==> src/rtl/lifo_pop_stack_pkg.sv <==
// Shared defaults, state encoding and helpers for the LIFO pop stack.
package stack_pkg;

  localparam int unsigned DATA_WIDTH_DEF = 8;
  localparam int unsigned ADDR_WIDTH_DEF = 4;

  typedef enum logic [1:0] {
    S_EMPTY   = 2'd0,
    S_PARTIAL = 2'd1,
    S_FULL    = 2'd2
  } stack_state_e;

  function automatic int unsigned depth_of(input int unsigned addr_width);
    return 32'd1 << addr_width;
  endfunction

endpackage

==> src/rtl/lifo_pop_stack_if.sv <==
// Push/pop request bus and status of the LIFO pop stack.
interface lifo_pop_stack_if #(
  parameter int unsigned DATA_WIDTH = 8,
  parameter int unsigned ADDR_WIDTH = 4
);
  logic                  push;
  logic                  pop;
  logic [DATA_WIDTH-1:0] data_in;
  logic [DATA_WIDTH-1:0] data_out;
  logic                  data_valid;
  logic [ADDR_WIDTH:0]   count;
  logic                  empty;
  logic                  full;
  logic                  overflow_flag;
  logic                  underflow_flag;

  modport master (
    output push, pop, data_in,
    input  data_out, data_valid, count, empty, full, overflow_flag, underflow_flag
  );

  modport slave (
    input  push, pop, data_in,
    output data_out, data_valid, count, empty, full, overflow_flag, underflow_flag
  );
endinterface

==> src/rtl/lifo_pop_stack_counter.sv <==
// Up/down stack-pointer counter, saturating at 0 and 2**ADDR_WIDTH.
module stack_pointer_counter
  import stack_pkg::*;
#(
  parameter int unsigned ADDR_WIDTH = ADDR_WIDTH_DEF
) (
  input  logic                clk,
  input  logic                clear,
  input  logic                inc,
  input  logic                dec,
  output logic [ADDR_WIDTH:0] count,
  output logic                at_zero,
  output logic                at_max
);

  localparam logic [ADDR_WIDTH:0] MAX_COUNT = {1'b1, {ADDR_WIDTH{1'b0}}};

  assign at_zero = (count == '0);
  assign at_max  = (count == MAX_COUNT);

  always_ff @(posedge clk) begin
    if (clear) begin
      count <= '0;
    end else if (inc && !dec && !at_max) begin
      count <= count + 1'b1;
    end else if (dec && !inc && !at_zero) begin
      count <= count - 1'b1;
    end
  end

endmodule

==> src/rtl/lifo_pop_stack.sv <==
// LIFO stack with registered pop data and overflow/underflow reporting.
// Build option: LIFO_STICKY_FLAGS_EN makes the fault flags hold until reset.
module lifo_pop_stack
  import stack_pkg::*;
#(
  parameter int unsigned DATA_WIDTH = DATA_WIDTH_DEF,
  parameter int unsigned ADDR_WIDTH = ADDR_WIDTH_DEF
) (
  input  logic             control_clock,
  input  logic             reset,
  lifo_pop_stack_if.slave  bus
);

  localparam int unsigned         DEPTH      = depth_of(ADDR_WIDTH);
  localparam logic [ADDR_WIDTH:0] LAST_COUNT = (ADDR_WIDTH+1)'(DEPTH - 1);
  localparam logic [ADDR_WIDTH:0] ONE_COUNT  = (ADDR_WIDTH+1)'(1);

  stack_state_e          state;
  stack_state_e          state_next;
  logic [DATA_WIDTH-1:0] mem [DEPTH];
  logic [ADDR_WIDTH:0]   count;
  logic                  at_zero;
  logic                  at_max;
  logic                  do_inc;
  logic                  do_dec;
  logic                  do_swap;
  logic                  do_read;
  logic                  do_write;
  logic                  ovf_evt;
  logic                  unf_evt;
  logic [ADDR_WIDTH-1:0] rd_addr;
  logic [ADDR_WIDTH-1:0] wr_addr;

  stack_pointer_counter #(.ADDR_WIDTH(ADDR_WIDTH)) u_sp (
    .clk     (control_clock),
    .clear   (reset),
    .inc     (do_inc),
    .dec     (do_dec),
    .count   (count),
    .at_zero (at_zero),
    .at_max  (at_max)
  );

  // Push+pop on a non-empty stack overwrites the top in place; on an empty
  // stack the push still lands and only the pop is rejected.
  always_comb begin
    do_swap  = bus.push && bus.pop && !at_zero;
    do_inc   = bus.push && !at_max && (!bus.pop || at_zero);
    do_dec   = bus.pop && !bus.push && !at_zero;
    do_read  = bus.pop && !at_zero;
    do_write = do_inc || do_swap;
    ovf_evt  = bus.push && !bus.pop && at_max;
    unf_evt  = bus.pop && at_zero;
    rd_addr  = count[ADDR_WIDTH-1:0] - 1'b1;
    wr_addr  = do_swap ? rd_addr : count[ADDR_WIDTH-1:0];
  end

  always_comb begin
    state_next = state;
    if (do_inc) begin
      state_next = (count == LAST_COUNT) ? S_FULL : S_PARTIAL;
    end else if (do_dec) begin
      state_next = (count == ONE_COUNT) ? S_EMPTY : S_PARTIAL;
    end
  end

  always_ff @(posedge control_clock) begin
    if (reset) begin
      state <= S_EMPTY;
    end else begin
      state <= state_next;
    end
  end

  always_ff @(posedge control_clock) begin
    if (do_write && !reset) begin
      mem[wr_addr] <= bus.data_in;
    end
  end

  always_ff @(posedge control_clock) begin
    if (reset) begin
      bus.data_out       <= '0;
      bus.data_valid     <= 1'b0;
      bus.overflow_flag  <= 1'b0;
      bus.underflow_flag <= 1'b0;
    end else begin
      bus.data_valid <= do_read;
      if (do_read) begin
        bus.data_out <= mem[rd_addr];
      end
`ifdef LIFO_STICKY_FLAGS_EN
      bus.overflow_flag  <= bus.overflow_flag  || ovf_evt;
      bus.underflow_flag <= bus.underflow_flag || unf_evt;
`else
      bus.overflow_flag  <= ovf_evt;
      bus.underflow_flag <= unf_evt;
`endif
    end
  end

  assign bus.count = count;
  assign bus.empty = (state == S_EMPTY);
  assign bus.full  = (state == S_FULL);

endmodule

==> src/flat_wrapper.sv <==
// flat-port wrapper written by rule: the top's interface ports become plain ports
module lifo_pop_stack_flat import stack_pkg::*;
#(
  parameter int unsigned DATA_WIDTH = DATA_WIDTH_DEF,
  parameter int unsigned ADDR_WIDTH = ADDR_WIDTH_DEF
)
  (control_clock, reset, bus_push, bus_pop, bus_data_in, bus_data_out, bus_data_valid, bus_count, bus_empty, bus_full, bus_overflow_flag, bus_underflow_flag);
  lifo_pop_stack_if #(.DATA_WIDTH(DATA_WIDTH), .ADDR_WIDTH(ADDR_WIDTH)) bus_i ();
  input  logic control_clock;
  input  logic reset;
  input wire logic [$bits(bus_i.push)-1:0] bus_push;
  input wire logic [$bits(bus_i.pop)-1:0] bus_pop;
  input wire logic [$bits(bus_i.data_in)-1:0] bus_data_in;
  output wire logic [$bits(bus_i.data_out)-1:0] bus_data_out;
  output wire logic [$bits(bus_i.data_valid)-1:0] bus_data_valid;
  output wire logic [$bits(bus_i.count)-1:0] bus_count;
  output wire logic [$bits(bus_i.empty)-1:0] bus_empty;
  output wire logic [$bits(bus_i.full)-1:0] bus_full;
  output wire logic [$bits(bus_i.overflow_flag)-1:0] bus_overflow_flag;
  output wire logic [$bits(bus_i.underflow_flag)-1:0] bus_underflow_flag;
  assign bus_i.push = bus_push;
  assign bus_i.pop = bus_pop;
  assign bus_i.data_in = bus_data_in;
  assign bus_data_out = bus_i.data_out;
  assign bus_data_valid = bus_i.data_valid;
  assign bus_count = bus_i.count;
  assign bus_empty = bus_i.empty;
  assign bus_full = bus_i.full;
  assign bus_overflow_flag = bus_i.overflow_flag;
  assign bus_underflow_flag = bus_i.underflow_flag;
  lifo_pop_stack #(.DATA_WIDTH(DATA_WIDTH), .ADDR_WIDTH(ADDR_WIDTH)) u_core (.control_clock(control_clock), .reset(reset), .bus(bus_i));
endmodule
==> config.mk <==
export PLATFORM = sky130hd
export DESIGN_NAME = lifo_pop_stack_flat
export DESIGN_NICKNAME = d
export VERILOG_FILES = /design/src/rtl/lifo_pop_stack_pkg.sv /design/src/rtl/lifo_pop_stack_if.sv /design/src/rtl/lifo_pop_stack_counter.sv /design/src/rtl/lifo_pop_stack.sv /design/src/flat_wrapper.sv
export SDC_FILE = /design/constraint.sdc
export NUM_CORES = 1
export LEC_CHECK = 0
export ABC_AREA = 1
export BUFFER_PORTS_ARGS = -buffer_cell sky130_fd_sc_hd__buf_2
export CORE_ASPECT_RATIO = 0.8
export CORE_UTILIZATION = 40
export CTS_CLUSTER_DIAMETER = 40
export CTS_CLUSTER_SIZE = 14
export DETAILED_ROUTE_END_ITERATION = 6
export GPL_ROUTABILITY_DRIVEN = 0
export PLACE_DENSITY = 0.61
export SLEW_MARGIN = 10
export SYNTH_ARGS = -nofsm -noshare
export SYNTH_HDL_FRONTEND = slang
export SYNTH_HIERARCHICAL = 1
export SYNTH_SLANG_ARGS = --single-unit
==> constraint.sdc <==
create_clock -name control_clock -period 4.05 [get_ports control_clock]
set_clock_uncertainty 0.1 [all_clocks]
set_input_delay 0 -clock control_clock [delete_from_list [all_inputs] [get_ports control_clock]]
set_output_delay 0 -clock control_clock [all_outputs]
set_load 0.01 [all_outputs]
==> results.md <==
* Status: finished clean
* Area Growth Syn to Fin at 16.8%
* Iter 0 DRT Violations at roughly 450
* Nets@finish at ~750
* WS Path Type: register to register
* Register bit total from synthesis at around 150
* Largest stage delay, worst path at ~800 ps
* Slew @ Worst Pin at between 1000 and 1500 ps
* Crit path max fanout at 18
* Fin crit period at between 3000 and 4000 ps
* Final period utilization at between 90% and 100%
* Worst skew pair latency at ~420 ps
* Ys Warns at 6
* CP most frequent cell: nand3_1
* PD cells at about 780 nW/um^2
* Vias in the first global route at ~4500
* Max Cap Viol at 0
* Die Footprint at around 17000 sq um
* Avg Inst Size Synth at 9.54 sq um
* Mapped cell area at roughly 6600 sq um
* # diodes at 0
* DR WL/cell at between 15 and 20 um
* HP Class: input port to register
* Clock Tree Buf Depth at 2
* Critical Path Start Type: register
* Via/cell ratio at about 5
* Hpwl dp at approximately 11000 um
* FMAX at approximately 270 MHz
* Worst vdd ir at between 400 and 500 uV
* Row cnt at 41
* Most common cell after layout, fill and taps aside: nand2_1
* Area post-placement at 6940 sq um
* Fill cell count at between 1000 and 1500
* CTS tree: built
* Comb pwr share at 40.2%
* CTS H-Tree Depth at 4
* Antenna Violating Nets Remaining at 0
* Grt total ovfl at 0
* Synthesized Nets at just over 700
* Clock power share at 28.1%
* Number of I/O pins at 30
* Fin area at between 7000 and 8000 sq um
* Seq pwr share at 31.7%
* Routed Wire Length at around 16000 um
* Chip height at approximately 120 um
* TritonCTS Buffers at 17
* Sw Pwr at 2.37 mW
* All-layer global routing usage at between 10% and 20%
* WP data arrival at approximately 3600 ps
* Initial antenna violation count at 0
* Initial Util at ~41%
* Share of cells above drive strength 1 at 10.5%
* Pint at between 3 and 4 mW
* Final worst setup slack at approximately 400 ps
* Slowest stage cell, crit path: nor2_1
* Max-Slew Margin vs Limit at a little under a third
* Hold WS at roughly 280 ps
* Count of cell types in the netlist at 27
* Total number of vias at 4807
* Core Region at approximately 16000 sq um
* Final hold violation count at 0
* Clock Tree Root: clkbuf_16
* Post-Place Worst Slack at about 480 ps
* Commonest cells after routing, fill and taps aside: nand2_1 (188), inv_1 (128), edfxtp_1 (128)
* Clock Sinks at 146
* Setup-failing EPs final at 0
* # DRC at 0
* Switching share of power at 39.2%
* Register area share after synthesis at ~64%
* Clk slew on worst S/H paths at about 60 ps
* Resize count post-CTS at 0
* P_leak at between 3 and 4 nW
* Worst EP required at roughly 4000 ps
* Port bufs at 29
* RSZ-0062 raised after global routing: no
* Global-route wire length before repair at between 20000 and 25000 um
* Max-slew violation count at 0
* Synth Instances at just under 700
* DR pass1 iterations at 5
* Crit end category: register
* Critical path cell sequence: nor2_2 -> nand3_1 -> inv_1 -> nor2_4 -> nand2_1 -> o21ai_0 -> nand3_1 -> nor2_1
* Setup tns final at 0 ps
* Largest net degree at the start of global routing at 46
* Chip width at approximately 150 um
==> per-layer routing <==
| metal | global-route usage, % | wire (um) | vias to the layer above |
|---|---|---|---|
| li1 | - | - | 2302 |
| met1 | 28.1 | 7580 | 2307 |
| met5 | 0 | 0 | - |
| met3 | 5.39 | 1170 | 20 |
| met2 | 29.5 | 6970 | 178 |
| met4 | 6.60 | 239 | 0 |
==> cell type report <==
cell class | instances | area, sq um | share of cell area [%]
tap | 215 | 269 | 3.49
inverter | 129 | 484 | 6.28
timing repair buffer | 46 | 303 | 3.93
clock inverter | 10 | 184 | 2.39
multi-input combinational | 392 | 1800 | 23.3
sequential | 146 | 4210 | 54.6
clock buffer | 22 | 464 | 6.02
==> cell usage after synthesis (all sizes together) <==
master / count / share of area (%)
dfxtp: 18 / 5.5
buf: 14 / 1.1
nor2: 49 / 3.0
nor3: 1 / 0.076
xnor2: 2 / 0.38
edfxtp: 128 / 58
a21oi: 8 / 0.61
nand4: 1 / 0.095
xor2: 3 / 0.51
o21ai: 9 / 0.68
or2: 1 / 0.095
ha: 6 / 1.1
inv: 129 / 7.3
clkbuf: 11 / 0.63
nand2: 192 / 11
fa: 1 / 0.30
nand3: 118 / 9.1
o21bai: 1 / 0.11
==> registers in the layout, summed over array words and instances (netlist names) <==
name and count:
u_core/u_sp/count 5, u_core/bus.overflow_flag 1, u_core/mem 128, u_core/bus.data_out 8, u_core/state 2, u_core/bus.data_valid 1
u_core/bus.underflow_flag 1
==> critical path, delay by kind of cell, from the launching register on <==
family,cells,cell delay [ps]
buf+inv,1,100
compound gates,1,410
simple gates,6,2020
flops,1,630
==> kinds of logic (layout without fill, tap and decap cells) <==
logic type | count (synthesis) | after routing | share of synthesized area, %
flops | 146 | 146 | 63.7
simple gates | 362 | 362 | 23.5
buf+inv | 154 | 207 | 9.08
compound gates | 18 | 18 | 1.40
fa+ha+maj | 7 | 7 | 1.44
xor+xnor | 5 | 5 | 0.891
==> power groups by stage <==
stage               Combinational, mW  Sequential (mW)  Clock, mW
CTS                              2.39             1.92       1.73
global route                     2.66             1.93       1.79
detailed placement               2.37             1.95          0
finish                           2.43             1.92       1.70
global placement                 2.34             1.94          0
floorplan                        1.70             1.94          0
==> per-stage QoR <==
step / cells / utilization [%] / power, mW
finish: 960 / 48.3 / 6.05
CTS: 960 / 48.3 / 6.03
detailed placement: 916 / 43.5 / 4.31
global route: 960 / 48.3 / 6.38
global placement: 916 / 43.5 / 4.28
floorplan: 692 / - / 3.64
==> what timing repair did <==
action	in CTS	in global routing
endpoints found under the hold margin	141	0
hold buffers	12	0
setup buffers	0	0
==> path summary, 6_finish.rpt <==
check	from	end	slack [ps]	depth (start not counted)
hold / removal	bus_pop	u_core/bus.underflow_flag	280	4
setup reg to reg	u_core/u_sp/count[2]	u_core/mem[10][6]	400	8
hold reg to reg	u_core/state[0]	u_core/state[0]	440	2
setup / recovery	u_core/u_sp/count[2]	u_core/mem[10][6]	400	8
(Power assumes the default switching activity.)
